### config.mk
export PLATFORM = sky130hd
export DESIGN_NAME = cpu_run_monitor
export DESIGN_NICKNAME = d
export VERILOG_FILES = /design/src/rtl/cpu_run_monitor.sv
export SDC_FILE = /design/constraint.sdc
export NUM_CORES = 1
export LEC_CHECK = 0
export BUFFER_PORTS_ARGS = -buffer_cell sky130_fd_sc_hd__buf_2
export CAP_MARGIN = 25
export CORE_MARGIN = 5
export CORE_UTILIZATION = 52
export DETAILED_ROUTE_END_ITERATION = 8
export PLACE_DENSITY = 0.81
export SYNTH_ARGS = -nofsm -noshare
export SYNTH_HDL_FRONTEND = slang
export SYNTH_SLANG_ARGS = --single-unit
### constraint.sdc
create_clock -name clock -period 9.29 [get_ports clock]
set_input_delay 0 -clock clock [delete_from_list [all_inputs] [get_ports clock]]
set_output_delay 0 -clock clock [all_outputs]
set_load 0.005 [all_outputs]
### src/rtl/cpu_run_monitor.sv
// Run supervisor for the pipeline_cpu bench: counts RUN cycles/commits, detects halt, hang and timeout,
// and keeps a ring buffer of recent commit PCs. Optional trace: define CPU_RUN_MONITOR_TRACE_EN.
module cpu_run_monitor #(
    parameter int          MAX_CYCLES  = 1000,
    parameter int          STALL_LIMIT = 16,
    parameter int          HIST_DEPTH  = 8,
    parameter logic [31:0] HALT_INSTR  = 32'h0000000C
) (
    input  logic                          clock,
    input  logic                          reset,
    input  logic                          start,
    input  logic                          clear,
    input  logic                          commit_valid,
    input  logic [31:0]                   commit_pc,
    input  logic [31:0]                   commit_instr,
    input  logic [$clog2(HIST_DEPTH)-1:0] hist_rd_idx,
    output logic [1:0]                    state,
    output logic [1:0]                    fail_code,
    output logic                          done,
    output logic [31:0]                   cycle_count,
    output logic [31:0]                   commit_count,
    output logic [31:0]                   hist_rd_pc,
    output logic [$clog2(HIST_DEPTH):0]   hist_fill
);
    localparam int AW = $clog2(HIST_DEPTH);

    typedef enum logic [1:0] {
        S_IDLE = 2'b00,
        S_RUN  = 2'b01,
        S_DONE = 2'b10,
        S_FAIL = 2'b11
    } state_t;

    state_t      state_q, state_d;
    logic [1:0]  fail_q, fail_d;
    logic [31:0] cyc_q, cyc_d;
    logic [31:0] cmt_q, cmt_d;
    logic [31:0] stall_q, stall_d;
    logic [AW:0] fill_q, fill_d;
    logic [AW-1:0] wr_ptr_q, wr_ptr_d;
    logic [31:0] hist_q [HIST_DEPTH];
    logic [31:0] hist_d [HIST_DEPTH];
    logic [AW-1:0] rd_ptr;

    always_comb begin
        state_d  = state_q;
        fail_d   = fail_q;
        cyc_d    = cyc_q;
        cmt_d    = cmt_q;
        stall_d  = stall_q;
        fill_d   = fill_q;
        wr_ptr_d = wr_ptr_q;
        hist_d   = hist_q;
        if (clear) begin
            state_d  = S_IDLE;
            fail_d   = 2'b00;
            cyc_d    = '0;
            cmt_d    = '0;
            stall_d  = '0;
            fill_d   = '0;
            wr_ptr_d = '0;
            for (int i = 0; i < HIST_DEPTH; i++) hist_d[i] = '0;
        end else begin
            case (state_q)
                S_IDLE: begin
                    if (start) begin
                        state_d = S_RUN;
                        cyc_d   = '0;
                        cmt_d   = '0;
                        stall_d = '0;
                    end
                end
                S_RUN: begin
                    cyc_d = cyc_q + 32'd1;
                    if (commit_valid) begin
                        cmt_d            = cmt_q + 32'd1;
                        hist_d[wr_ptr_q] = commit_pc;
                        wr_ptr_d         = wr_ptr_q + AW'(1);
                        stall_d          = '0;
                        if (fill_q != (AW+1)'(HIST_DEPTH)) fill_d = fill_q + (AW+1)'(1);
                    end else begin
                        stall_d = stall_q + 32'd1;
                    end
                    // Halt beats hang beats timeout when they land on the same edge.
                    if (commit_valid && commit_instr == HALT_INSTR) begin
                        state_d = S_DONE;
                    end else if (stall_d == 32'(STALL_LIMIT)) begin
                        state_d = S_FAIL;
                        fail_d  = 2'b01;
                    end else if (cyc_d == 32'(MAX_CYCLES)) begin
                        state_d = S_FAIL;
                        fail_d  = 2'b10;
                    end
                end
                default: ;
            endcase
        end
    end

    always_ff @(posedge clock or negedge reset) begin
        if (!reset) begin
            state_q  <= S_IDLE;
            fail_q   <= 2'b00;
            cyc_q    <= '0;
            cmt_q    <= '0;
            stall_q  <= '0;
            fill_q   <= '0;
            wr_ptr_q <= '0;
            for (int i = 0; i < HIST_DEPTH; i++) hist_q[i] <= '0;
        end else begin
            state_q  <= state_d;
            fail_q   <= fail_d;
            cyc_q    <= cyc_d;
            cmt_q    <= cmt_d;
            stall_q  <= stall_d;
            fill_q   <= fill_d;
            wr_ptr_q <= wr_ptr_d;
            hist_q   <= hist_d;
        end
    end

    // Index 0 is the newest entry, so walk backwards from the write pointer.
    assign rd_ptr       = wr_ptr_q - AW'(1) - hist_rd_idx;
    assign hist_rd_pc   = ((AW+1)'(hist_rd_idx) < fill_q) ? hist_q[rd_ptr] : 32'h0;
    assign state        = state_q;
    assign fail_code    = fail_q;
    assign done         = state_q[1];
    assign cycle_count  = cyc_q;
    assign commit_count = cmt_q;
    assign hist_fill    = fill_q;

`ifdef CPU_RUN_MONITOR_TRACE_EN
    logic trace_end_seen;

    always @(posedge clock or negedge reset) begin
        if (!reset) begin
            trace_end_seen <= 1'b0;
        end else begin
            if (!clear && state_q == S_RUN && commit_valid)
                $display("[run_monitor] cyc=%0d pc=%08h instr=%08h", cyc_q, commit_pc, commit_instr);
            if (state_q[1] && !trace_end_seen) begin
                $display("[run_monitor] end state=%0d fail_code=%0d cycles=%0d commits=%0d",
                         state_q, fail_q, cyc_q, cmt_q);
                for (int i = 0; i < HIST_DEPTH; i++)
                    if ((AW+1)'(i) < fill_q)
                        $display("[run_monitor]   hist[%0d] pc=%08h", i, hist_q[wr_ptr_q - AW'(1) - AW'(i)]);
            end
            trace_end_seen <= state_q[1];
        end
    end
`endif

endmodule

# Word-level counts from Yosys, hierarchy flattened

Index checks and enable logic that the tools add are counted.

Latch bits: 0
Bits of input ports: 72
Register bits: 363
Memories: 0
Bits in writable memories: 0
Output and inout port bits: 105
Memory bits (read-only): 0

Multiplexer cells: 39
Reductions and logical operators: 14
Div/mod/pow operators: 0
$add $sub $neg: 7
$lt $le $gt $ge: 4
Shift operators: 0
Bitwise gates (word level): 2
Equal/unequal tests: 9
Multiply operators: 0

Operators by type and width:

| cell                                                        | number |
|---|---|
| 2-to-1 mux 256 bit                                          | 3 |
| 2-to-1 mux 32 bit                                           | 12 |
| bitwise mux 256 bit                                         | 1 |
| one-hot mux 32 bit (2 select lines)                         | 3 |
| adder 32 x 1 -> 32 bit (second input constant)              | 3 |
| binary-select mux 32 bit (select 3 bit)                     | 1 |
| demux 32 bit (select 3 bit)                                 | 1 |
| equality test 32 x 10 -> 1 bit (second input constant)      | 1 |
| equality test 32 x 4 -> 1 bit (second input constant)       | 1 |
| equality test 32 x 5 -> 1 bit (second input constant)       | 1 |
| 2-to-1 mux 2 bit                                            | 10 |
| 2-to-1 mux 4 bit                                            | 4 |
| AND reduction 3 bit                                         | 4 |
| 2-to-1 mux 3 bit                                            | 3 |
| >= comparator 4 bit (second input constant)                 | 2 |
| inverter 3 -> 4 bit                                         | 2 |
| != test 3 bit (second input constant)                       | 2 |
| nonzero test 2 bit                                          | 3 |
| nonzero test 3 bit                                          | 2 |
| != test 5 bit (second input constant)                       | 1 |
| adder 4 x 1 -> 4 bit (second input constant)                | 1 |
| less-than comparator 3 x 4 -> 1 bit                         | 1 |
| less-than comparator 4 x 1 -> 1 bit (second input constant) | 1 |
| != test 4 bit (second input constant)                       | 1 |
| other kinds (9)                                             | 11 |

# Longest topological paths before layout

Word-level depth: 9
Depth in mapped cells: 11

# Least setup slack after synthesis

OpenSTA, ideal clock, no wires.

Kind: register to register
Start: reg stall_q[1]
End: reg fail_q[0] (netlist: fail_code[0])
Path buffers: 0
Required time: 9.225 ns
Slack: 6.258 ns
Library setup time: 0.065 ns
Cell stages (with the launch flop): 10
Clock period less this slack: 3.032 ns
Data arrival time: 2.967 ns
Cell sequence: dfrtp_1 > ha_1 > nand3_2 > nor3_1 > mux2_2 > o32a_1 > or4b_1 > or4_1 > nor3_2 > o21ba_1

Longest elaborated chain between the ends: 9
Elaborated cells on any way between the ends: 11
Classes of those cells: 1 x add/sub; 1 x eq/ne; 7 x mux; 2 x reduce/logical

Ends and longest elaborated chain:

| item                              | line | text |
|---|---|---|
| from (decl)                       | 38   | `logic [31:0] stall_q, stall_d;` |
| from (signal assigned)            | 115  | `stall_q <= stall_d;` |
| adder 32 x 1 -> 32 bit (*)        | 82   | `stall_d = stall_q + 32'd1;` |
| 2-to-1 mux 32 bit (*)             | 75   | `if (commit_valid) begin` |
| 2-to-1 mux 32 bit (*)             | 64   | `case (state_q)` |
| 2-to-1 mux 32 bit (*)             | 54   | `if (clear) begin` |
| equality test 32 x 5 -> 1 bit (*) | 87   | `end else if (stall_d == 32'(STALL_LIMIT)) begin` |
| 2-to-1 mux 2 bit                  | 87   |  |
| 2-to-1 mux 2 bit                  | 85   | `if (commit_valid && commit_instr == HALT_INSTR) begin` |
| 2-to-1 mux 2 bit                  | 64   |  |
| 2-to-1 mux 2 bit                  | 54   |  |
| to (signal assigned)              | 112  | `fail_q <= fail_d;` |
| to (decl)                         | 35   | `logic [1:0] fail_q, fail_d;` |

Every way passes the cells marked *; elsewhere a longest branch is shown, timed or not. The select of a mux whose other input is x is not followed.
A chain may end at the register's enable or synchronous reset.

# Worst setup path in the final report

Start: reg wr_ptr_q[0]
End: out hist_rd_pc[21]

Longest elaborated chain between the ends: 7

Ends and longest elaborated chain:

| item                                                 | line | text |
|---|---|---|
| from (decl)                                          | 40   | `logic [AW-1:0] wr_ptr_q, wr_ptr_d;` |
| from (signal assigned)                               | 117  | `wr_ptr_q <= wr_ptr_d;` |
| subtractor 3 x 1 -> 3 bit                            | 123  | `assign rd_ptr = wr_ptr_q - AW'(1) - hist_rd_idx;` |
| subtractor 3 bit                                     | 123  |  |
| inverter 3 -> 4 bit (not written as such)            | 124  | `assign hist_rd_pc = ((AW+1)'(hist_rd_idx) < fill_q) ? hist_q[rd_ptr] : 32'h0;` |
| binary-select mux 32 bit (select 3 bit)              | 124  |  |
| 2-to-1 mux 32 bit (not written as such) (2 in a row) | 124  |  |
| 2-to-1 mux 32 bit                                    | 124  |  |
| to (decl)                                            | 22   | `output logic [31:0] hist_rd_pc,` |

No other way between the ends. The select of a mux whose other input is x is not followed.

==> results by group <==
GRT
  • Pin count of the biggest net entering global routing: 196
  • Number of global-route vias before repair: 17182
  • First-pass GRT wire length: 90290 um
  • Initial antenna violation count: 3
  • GRT Total Usage: 26.89%
  • Grt total ovfl: 0

Clock network
  • CTS tree: yes
  • Worst-path clk slew: 60 ps
  • Htree depth: 2
  • CTS Sinks: 363
  • Max clock buf depth: 3
  • Cts repair resizes: 0
  • CTS root buf: clkbuf_16
  • CTS Buf Count: 41
  • Clk_lat worst skew: 570 ps

Synthesis
  • Syn Nets: 2269
  • Async SR Flop Fraction: 100.0%
  • Yosys reg bits: 363
  • Post-synth top area share: 47.73%
  • Post-Syn Instances: 2186
  • Avg Synthesized Cell Area: 8.706 um2
  • Top FF cell, synth: dfrtp_1
  • Top cells by area, synth: dfrtp_1 (48%), nand2_1 (13%), a21oi_1 (8.7%)
  • Synth area leader: dfrtp_1
  • Distinct cells, synth: 70
  • Mapped Area: 19030 um2
  • Seq/Total Area, Yosys: 47.73%
  • Number of synthesis warnings: 0
  • Number of synthesized flops with an enable pin: 0

Timing
  • Fmax: 0.2527 GHz
  • Final Hold Vio Count: 0
  • Worst-margin pin slew: 1131 ps
  • Slew Limit Fails: 0
  • RSZ-0062 raised after global routing: no
  • Final setup fails: 0
  • Setup TNS Final: 0 ps
  • Min Tclk post-route: 3957 ps
  • Clk_skew: 29.81 ps
  • Period utilization: 42.60%
  • Slew headroom: 24.58%

Drt
  • Vias per cell: 6.147
  • Top sig layer: met5
  • Final wirelength: 55290 um
  • DRC: 0
  • ANT nets after route: 0
  • Met3 routed WL: 4608 um
  • WL per Instance: 19.84 um
  • Routed via count: 17126
  • M1 WL: 20510 um
  • Met2 wire length: 28120 um
  • DRT Pass-1 Iters: 6
  • Initial DRC count: 1720

Floorplanning
  • Core area: 36350 um2
  • I/O pins: 177
  • Initial core utilization: 52.36%
  • Site Rows: 70
  • Die W: 201.3 um
  • Die area: 40520 um2
  • Die Span Y: 201.3 um

Worst setup path
  • R2r startpoint: stall_q[1]
  • Max incr delay on CP: 900 ps
  • CP top delay family: adder cells
  • Required @ worst endpoint: 9290 ps
  • Critical path's slowest cell: fa_2
  • Setup CP Type: register to primary output
  • Buf+Inv Stages, Crit Path: 3
  • Worst Path Arrival: 3960 ps
  • Critical Path Fanout Max: 45
  • R2r worst-path depth: 9
  • Reg-to-reg setup timing slack: 5840 ps
  • R2R Path End: fail_code[0]
  • Worst setup EP type: primary output
  • Worst Setup SP: wr_ptr_q[0]
  • End of the critical path: hist_rd_pc[21]
  • Worst Setup Start Kind: register
  • Worst path depth: 8
  • Worst-path cell chain: ha_4 -> inv_1 -> fa_2 -> buf_4 -> mux4_2 -> nand2_1 -> a21oi_1 -> buf_2

Placement
  • HPWL Detailed: 33830 um
  • Buffers on Ports: 176
  • Area post-placement: 20150 um2
  • Inst Count DP: 2670
  • Final GP Congestion: 0.8897

Worst hold path
  • Min-delay worst type: input port to asynchronous set/reset pin

Power
  • Leakage: 9.154 nW
  • VDD IR max: 142.7 uV
  • Cell Pwr Density: 159.6 nW/um2
  • Sequential Power Share: 46.1%
  • Part of the power in the clock network: 45.7%
  • Sw Pwr: 0.8860 mW
  • Switching part of the total power: 25.36%
  • Gate power share: 8.2%
  • Internal Power: 2.608 mW

Final layout
  • Final non-filler cell total: 2786
  • Fin nets: 2366
  • Layout cells sized above 1: 16.15%
  • Post-Layout Inst Area: 21900 um2
  • Area added between synthesis and finish: 15.06%
  • Layout Utilization: 60.24%

Run status
  • Outcome: finished clean

Run
  • Max cap viols: 0
[cells in the final DEF, fill, tap and decap left out, types with 4 or more instances in the layout]
cell,n
a21oi_1,329
dlygate4sd3_1,37
inv_1,17
nor2_2,5
nand3b_1,4
o41ai_1,4
nand2_1,683
or3_1,23
clkbuf_1,7
o21ai_0,93
nor2_1,76
nor3b_1,5
nand3_1,49
xnor2_1,20
and3_1,19
or4_1,5
dfrtp_1,363
xor2_1,25
a22o_1,6
nor4b_1,4
nor4_1,18
buf_4,27
nand2b_1,4
buf_2,174
nand4b_1,4
nor3_2,4
a31oi_1,14
nor3_1,19
clkbuf_16,41
nand4_1,32
o31ai_1,19
clkinv_2,11
and2_1,5
ha_1,9
o211ai_1,4
clkbuf_8,9
mux4_2,64
and4_1,13
[per-stage QoR]
stage               worst slack (ps)  power, mW  hold slack (ps)
finish                          5333      3.494            37.04
global placement                5971      1.896            72.33
detailed placement              5922      1.910            79.42
floorplan                       6258      1.799           -295.6
global route                    5192      3.616            66.76
CTS                             5377      3.513            34.50
[power by group through the flow]
stage               registers (mW)  clock network, mW  logic, mW
global placement              1.64                  0      0.261
floorplan                     1.63                  0      0.168
CTS                           1.61               1.62      0.287
global route                  1.61               1.69      0.312
finish                        1.61               1.60      0.287
detailed placement            1.64                  0      0.273
[routing by layer]
layer,vias to the layer above,global-route usage (%)
li1,7723,-
met1,8388,33.58
met4,2,10.40
met3,157,5.093
met5,-,0
met2,856,46.65
[cell usage after synthesis, types with 10 or more instances]
library cell	count
inv_1	17
o31ai_1	19
xor2_1	26
nand2_1	683
nand4_1	32
nor4_1	18
nor3_1	21
o21ai_0	93
and3_1	19
clkbuf_1	143
or3_1	23
mux4_2	64
nor2_1	81
a31oi_1	14
buf_1	10
xnor2_1	21
ha_1	10
dfrtp_1	363
nand3_1	49
and4_1	13
a21oi_1	329
clkbuf_2	30
[kinds of logic (layout without fill, tap and decap cells)]
logic type	count (synthesis)	in the layout	share of synthesized area [%]
AOI/OAI and AO/OA	491	491	13.95
xor gates and xnor gates	47	47	2.163
adders and majority gates	11	11	0.7627
buffers and inverters	209	339	4.392
DFF	363	363	47.73
muxes	69	69	7.857
other	0	2	0
and+or+nand+nor	996	996	23.14
[state kept, by name, summed over array words and instances (netlist names)]
| register | flops |
|---|---|
| fail_code | 2 |
| hist_fill | 4 |
| cycle_count | 32 |
| stall_q | 32 |
| hist_q | 256 |
| state | 2 |
| commit_count | 32 |
| wr_ptr_q | 3 |
[area by class of cell]
cell class | count | area (um2)
tap | 468 | 585.6
clock buffer | 56 | 1162
sequential | 363 | 9084
fill | 2936 | 14450
timing repair buffer | 246 | 1610
antenna | 2 | 5.005
clock inverter | 20 | 187.7
inverter | 17 | 63.81
multi-input combinational | 1614 | 9198
[repair_timing]
action	in CTS	in global routing
endpoints found under the hold margin	351	0
hold buffers	37	0
buffers inserted	0	0
[worst min-delay path by stage]
| stage | start | endpoint | slack (ps) | cells after the start |
|---|---|---|---|---|
| detailed placement | reset | hist_q[183] | 80 | 1 |
| global route | commit_instr[12] | state[0] | 70 | 5 |
| CTS | commit_instr[23] | state[0] | 30 | 5 |
| finish | reset | hist_q[23] | 40 | 2 |
| global placement | reset | hist_q[151] | 70 | 1 |
| floorplan | reset | commit_count[0] | -300 | 0 |
(Power assumes the default switching activity.)
